<file path="src/rtl/param_bus_arbiter.sv">
// Round-robin arbiter sharing one SIZE-bit valid/ready bus among NREQ requesters.
// Optional stall timeout with sticky err flag is enabled by defining ARB_TIMEOUT_EN.
module param_bus_arbiter #(
    parameter int SIZE      = 4,
    parameter int NREQ      = 3,
    parameter int MAX_BURST = 4,
    parameter int TIMEOUT   = 8
) (
    input  logic                 clock,
    input  logic                 reset_n,
    input  logic [NREQ-1:0]      req,
    input  logic [NREQ*SIZE-1:0] data_in,
    output logic [NREQ-1:0]      grant,
    output logic [SIZE-1:0]      bus_data,
    output logic                 bus_valid,
    input  logic                 bus_ready,
    output logic                 busy,
    output logic                 err
);

    localparam int IW = $clog2(NREQ);

    typedef enum logic {IDLE, BUSY} state_t;

    state_t          r_state, w_state_next;
    logic [NREQ-1:0] r_grant, w_grant_next;
    logic [IW-1:0]   r_last, w_last_next;
    logic [3:0]      r_beat_cnt, w_beat_next;
    logic [IW-1:0]   w_sel;
    logic            w_sel_found;
    int              w_scan_idx;
    logic [SIZE-1:0] w_masked [NREQ];
    logic            w_stall_to;

    // Scan starting just after the last winner so the previous owner ranks lowest.
    always_comb begin
        w_sel       = '0;
        w_sel_found = 1'b0;
        w_scan_idx  = 0;
        for (int k = 1; k <= NREQ; k++) begin
            w_scan_idx = (int'(r_last) + k) % NREQ;
            if (!w_sel_found && req[w_scan_idx[IW-1:0]]) begin
                w_sel_found = 1'b1;
                w_sel       = w_scan_idx[IW-1:0];
            end
        end
    end

    generate
        for (genvar gi = 0; gi < NREQ; gi++) begin : g_mask
            assign w_masked[gi] = data_in[gi*SIZE +: SIZE] & {SIZE{r_grant[gi]}};
        end
    endgenerate

    always_comb begin
        bus_data = '0;
        for (int i = 0; i < NREQ; i++) begin
            bus_data = bus_data | w_masked[i];
        end
    end

    assign bus_valid = |(r_grant & req);
    assign grant     = r_grant;
    assign busy      = (r_state == BUSY);

    always_comb begin
        w_state_next = r_state;
        w_grant_next = r_grant;
        w_last_next  = r_last;
        w_beat_next  = r_beat_cnt;
        case (r_state)
            IDLE: begin
                if (w_sel_found) begin
                    w_state_next = BUSY;
                    w_grant_next = NREQ'(1) << w_sel;
                    w_last_next  = w_sel;
                    w_beat_next  = 4'd0;
                end
            end
            BUSY: begin
                if (!bus_valid) begin
                    w_state_next = IDLE;
                    w_grant_next = '0;
                end else if (bus_ready) begin
                    if (r_beat_cnt == 4'(MAX_BURST - 1)) begin
                        w_state_next = IDLE;
                        w_grant_next = '0;
                    end else begin
                        w_beat_next = r_beat_cnt + 4'd1;
                    end
                end else if (w_stall_to) begin
                    w_state_next = IDLE;
                    w_grant_next = '0;
                end
            end
            default: begin
                w_state_next = IDLE;
                w_grant_next = '0;
            end
        endcase
    end

    always_ff @(posedge clock or negedge reset_n) begin
        if (!reset_n) begin
            r_state    <= IDLE;
            r_grant    <= '0;
            r_last     <= IW'(NREQ - 1);
            r_beat_cnt <= 4'd0;
        end else begin
            r_state    <= w_state_next;
            r_grant    <= w_grant_next;
            r_last     <= w_last_next;
            r_beat_cnt <= w_beat_next;
        end
    end

`ifdef ARB_TIMEOUT_EN
    logic [7:0] r_stall_cnt;
    logic       r_err;
    logic       w_stalling;

    assign w_stalling = (r_state == BUSY) && bus_valid && !bus_ready;
    assign w_stall_to = w_stalling && (r_stall_cnt == 8'(TIMEOUT - 1));
    assign err        = r_err;

    always_ff @(posedge clock or negedge reset_n) begin
        if (!reset_n) begin
            r_stall_cnt <= 8'd0;
            r_err       <= 1'b0;
        end else begin
            if (w_stalling && !w_stall_to) begin
                r_stall_cnt <= r_stall_cnt + 8'd1;
            end else begin
                r_stall_cnt <= 8'd0;
            end
            r_err <= r_err | w_stall_to;
        end
    end
`else
    assign w_stall_to = 1'b0;
    assign err        = 1'b0;
`endif

endmodule

</file>
<file path="config.mk">
export PLATFORM = sky130hd
export DESIGN_NAME = param_bus_arbiter
export DESIGN_NICKNAME = d
export VERILOG_FILES = /design/src/rtl/param_bus_arbiter.sv
export SDC_FILE = /design/constraint.sdc
export NUM_CORES = 1
export LEC_CHECK = 0
export CORE_ASPECT_RATIO = 0.8
export CORE_MARGIN = 3
export CORE_UTILIZATION = 30
export CTS_BUF_LIST = sky130_fd_sc_hd__clkbuf_16
export CTS_CLUSTER_DIAMETER = 30
export DETAILED_ROUTE_END_ITERATION = 8
export DONT_BUFFER_PORTS = 1
export GPL_TIMING_DRIVEN = 1
export SLEW_MARGIN = 20
export SYNTH_ARGS = -nofsm -noshare
export SYNTH_HDL_FRONTEND = slang
export SYNTH_SLANG_ARGS = --single-unit
</file>
<file path="constraint.sdc">
create_clock -name clock -period 2.3 [get_ports clock]
set_input_delay 0.575 -clock clock [delete_from_list [all_inputs] [get_ports clock]]
set_output_delay 0.575 -clock clock [all_outputs]
set_load 0.01 [all_outputs]
</file>
==> summary.txt <==
Die
  – Die area: 3260 µm²
  – DIE HEIGHT: just over 50 µm
  – Core area: 2310 µm²
  – Cell Rows: 15
  – Ports: 28
  – Die X-Extent: ~63 µm
  – Initial Util: roughly a third

STA
  – Period utilization: just over 90%
  – Setup TNS: 0 ns
  – Worst rel slew slack: between 50% and 60%
  – Slew @ Worst Pin: approximately 0.65 ns
  – Hold Fails Final Rpt: 0
  – Minimum clock period: approximately 2.1 ns
  – Fmax: ~470 MHz
  – RSZ-0062 raised after global routing: no
  – Clock Skews: roughly 0.00071 ns
  – Setup-failing EPs final: 0
  – Final Max Slew Viols: 0

Pwr
  – Sequential power share: 23.9%
  – Switching part of the total: between 40% and 50%
  – Tot Pwr: 1340 µW
  – Clk pwr share: between 20 and 25%
  – Combinational fraction of design power: a little over half
  – Net Sw Power: 568 µW
  – Static leakage: around 0.00042 µW
  – Peak supply drop: 0.000416 V
  – Internal: around 780 µW
  – PwrDens: roughly 1500 nW/µm²

Clock network
  – Root buf cell: clkbuf_16
  – CTS tree: done
  – Clock sink count: 10
  – Inserted Clock Buffers: 3
  – Worst-skew pair later-pin latency: approximately 0.23 ns
  – Post-CTS Resized: 0
  – Clock slew at reported path FFs: 0.04 ns
  – Worst-case clock buffer depth: 2
  – CTS Hold Bufs: 0
  – Post-CTS Setup Bufs: 0
  – H-tree lvl count: 1

Logic synthesis
  – Gate Count Post-Synth: 86
  – Post-synth cell types: 39
  – Main combinational cell family by area after synthesis: compound AO/OA/AOI/OAI gates
  – Register area share after synthesis: between 30% and 40%
  – Dominant synthesized flop cell: dfrtp_1
  – Cell Area, Synth: 782 µm²
  – Post-synthesis register bit count: 10
  – Synth Area in Simple Gates: between 20 and 25%
  – Syn_nets: around 110
  – Multiplexer area fraction after synthesis: about 2.6%
  – Synthesized-area fraction occupied by adder cells: under 10%
  – Average size of a mapped cell: 9.09 µm²
  – XOR/XNOR Fraction of Synth Area: roughly 1.1%
  – EDFF count, synth: 0
  – Compound-Gate Fraction of Synth Area: approximately 29%
  – Ys Warns: 0
  – Share of flip-flops with an asynchronous set or reset: between 90% and 100%

Final layout
  – Number of inserted diodes: 0
  – Fillers: about 240
  – Fin util: 39.6%
  – Layout cells sized above 1: a little over an eighth
  – Nets: between 100 and 150
  – Area Overhead vs Synth: 17.0%

Route
  – Via density per instance: 5.42
  – Wire per inst: ~15 µm
  – 1st-pass router iterations: 4
  – Total Wirelength: between 1.5 and 2 mm
  – # DRC: 0
  – Via Count: just under 700
  – Final ANT Viol Nets: 0
  – Initial DRC Count: 39

Global routing
  – Largest net degree at the start of global routing: 11
  – Total track usage: about 13%
  – GR Overflow Total: 0
  – Vias in the first global route: about 630
  – First-pass GRT wire length: 3.19 mm
  – Initial antenna violation count: 0

Placement
  – HPWL after DPL: between 1.5 and 2 mm
  – Gpl congestion: around 0.77
  – PortBufs: 0

Setup path
  – Critical path arrival: between 2 and 2.5 ns
  – CP bufs+invs: 1
  – Crit path required time: about 2.4 ns
  – Worst path slowest cell: o21ai_1
  – CP top delay family: compound AO/OA/AOI/OAI gates
  – Crit path largest cell delay: just over 0.4 ns
  – CP Cell Sequence: inv_1 -> ha_1 -> nor2b_1 -> o21ai_1 -> a31oi_2 -> or2_1
  – CP startpoint kind: flip-flop
  – Critical Path Fanout Max: 8
  – Worst Setup End Kind: flip-flop
  – WS Path Type: flip-flop to flip-flop

Worst hold path
  – Worst Hold Class: primary input to asynchronous set/reset pin

Outcome
  – Status: complete, no violations

Flow run
  – Max-cap violations: 0
path summary, 6_finish.rpt:
kind	slack [ns]	endpoint	cells after the start	from
max	0.15	busy	6	r_last[0]
min reg2reg	0.56	r_last[1]	2	r_last[1]
max reg2reg	0.15	busy	6	r_last[0]
max in group asynchronous	2.09	r_last[1]	0	reset_n
min	0.04	r_beat_cnt[0]	0	reset_n
min in group clock	0.56	r_last[1]	2	r_last[1]
routing by layer:
metal,track usage (%),routed length (µm)
met1,17.2,891
met2,19.8,833
met4,1.10,0
met3,4.10,167
met5,0,0
cell usage after synthesis (all sizes together), types with 3 or more instances:
cell type | number | area, µm²
inv | 11 | 41.3
dfrtp | 9 | 225
nand2 | 8 | 30.0
a222oi | 5 | 50.1
ha | 5 | 62.6
nor2 | 5 | 18.8
o21ai | 4 | 20.0
nand3 | 3 | 15.0
nor2b | 3 | 18.8
placed cells by master, fill, tap and decap left out, types with 2 or more instances in the layout:
cell,n
buf_4,3
nor2_1,5
ha_1,5
nand2_1,8
clkbuf_16,3
o21ai_0,3
mux2i_1,2
and3b_1,2
nor2b_1,3
nor3b_1,2
a222oi_1,5
inv_1,11
nand3_1,3
o221ai_1,2
dfrtp_1,9
registers in the layout, summed over array words and instances (netlist names):
register	count
busy	1
r_beat_cnt	4
r_last	2
grant	3
stage by stage:
step           hold WS, ns  std cells  setup WS (ns)  instance area [µm²]
6_report            0.0379        125          0.153                  915
3_3_place_gp         0.280        121          0.277                  836
3_5_place_dp         0.280        121          0.177                  836
2_1_floorplan        0.279         86          0.319                  782
4_1_cts             0.0349        125          0.171                  915
5_1_grt             0.0264        125        0.00599                  915
layout make-up:
type                       instances  area [µm²]  area share [%]
multi-input combinational         63         478            52.3
inverter                          11        41.3            4.51
sequential                        10         251            27.5
timing repair buffer               3        22.5            2.46
clock buffer                       3        75.1            8.21
clock inverter                     1        3.75           0.410
tap                               34        42.5            4.65
cells by family (layout without fill, tap and decap cells):
| logic type | Yosys count | after routing |
|---|---|---|
| multiplexers | 2 | 2 |
| adder cells (fa/ha/maj) | 5 | 5 |
| buffers and inverters | 13 | 18 |
| AND/OR/NAND/NOR | 29 | 29 |
| flip-flops | 10 | 10 |
| other | 1 | 1 |
| XOR/XNOR | 1 | 1 |
| AO/OA/AOI/OAI | 25 | 25 |
power by group through the flow:
| stage | registers (µW) | logic, µW | clock network, µW |
|---|---|---|---|
| finish | 322 | 725 | 299 |
| global route | 335 | 806 | 319 |
| CTS | 321 | 725 | 305 |
| detailed placement | 323 | 721 | 0 |
| global placement | 323 | 698 | 0 |
| floorplan | 312 | 553 | 0 |
No activity file was read; power rests on OpenSTA's default activity.
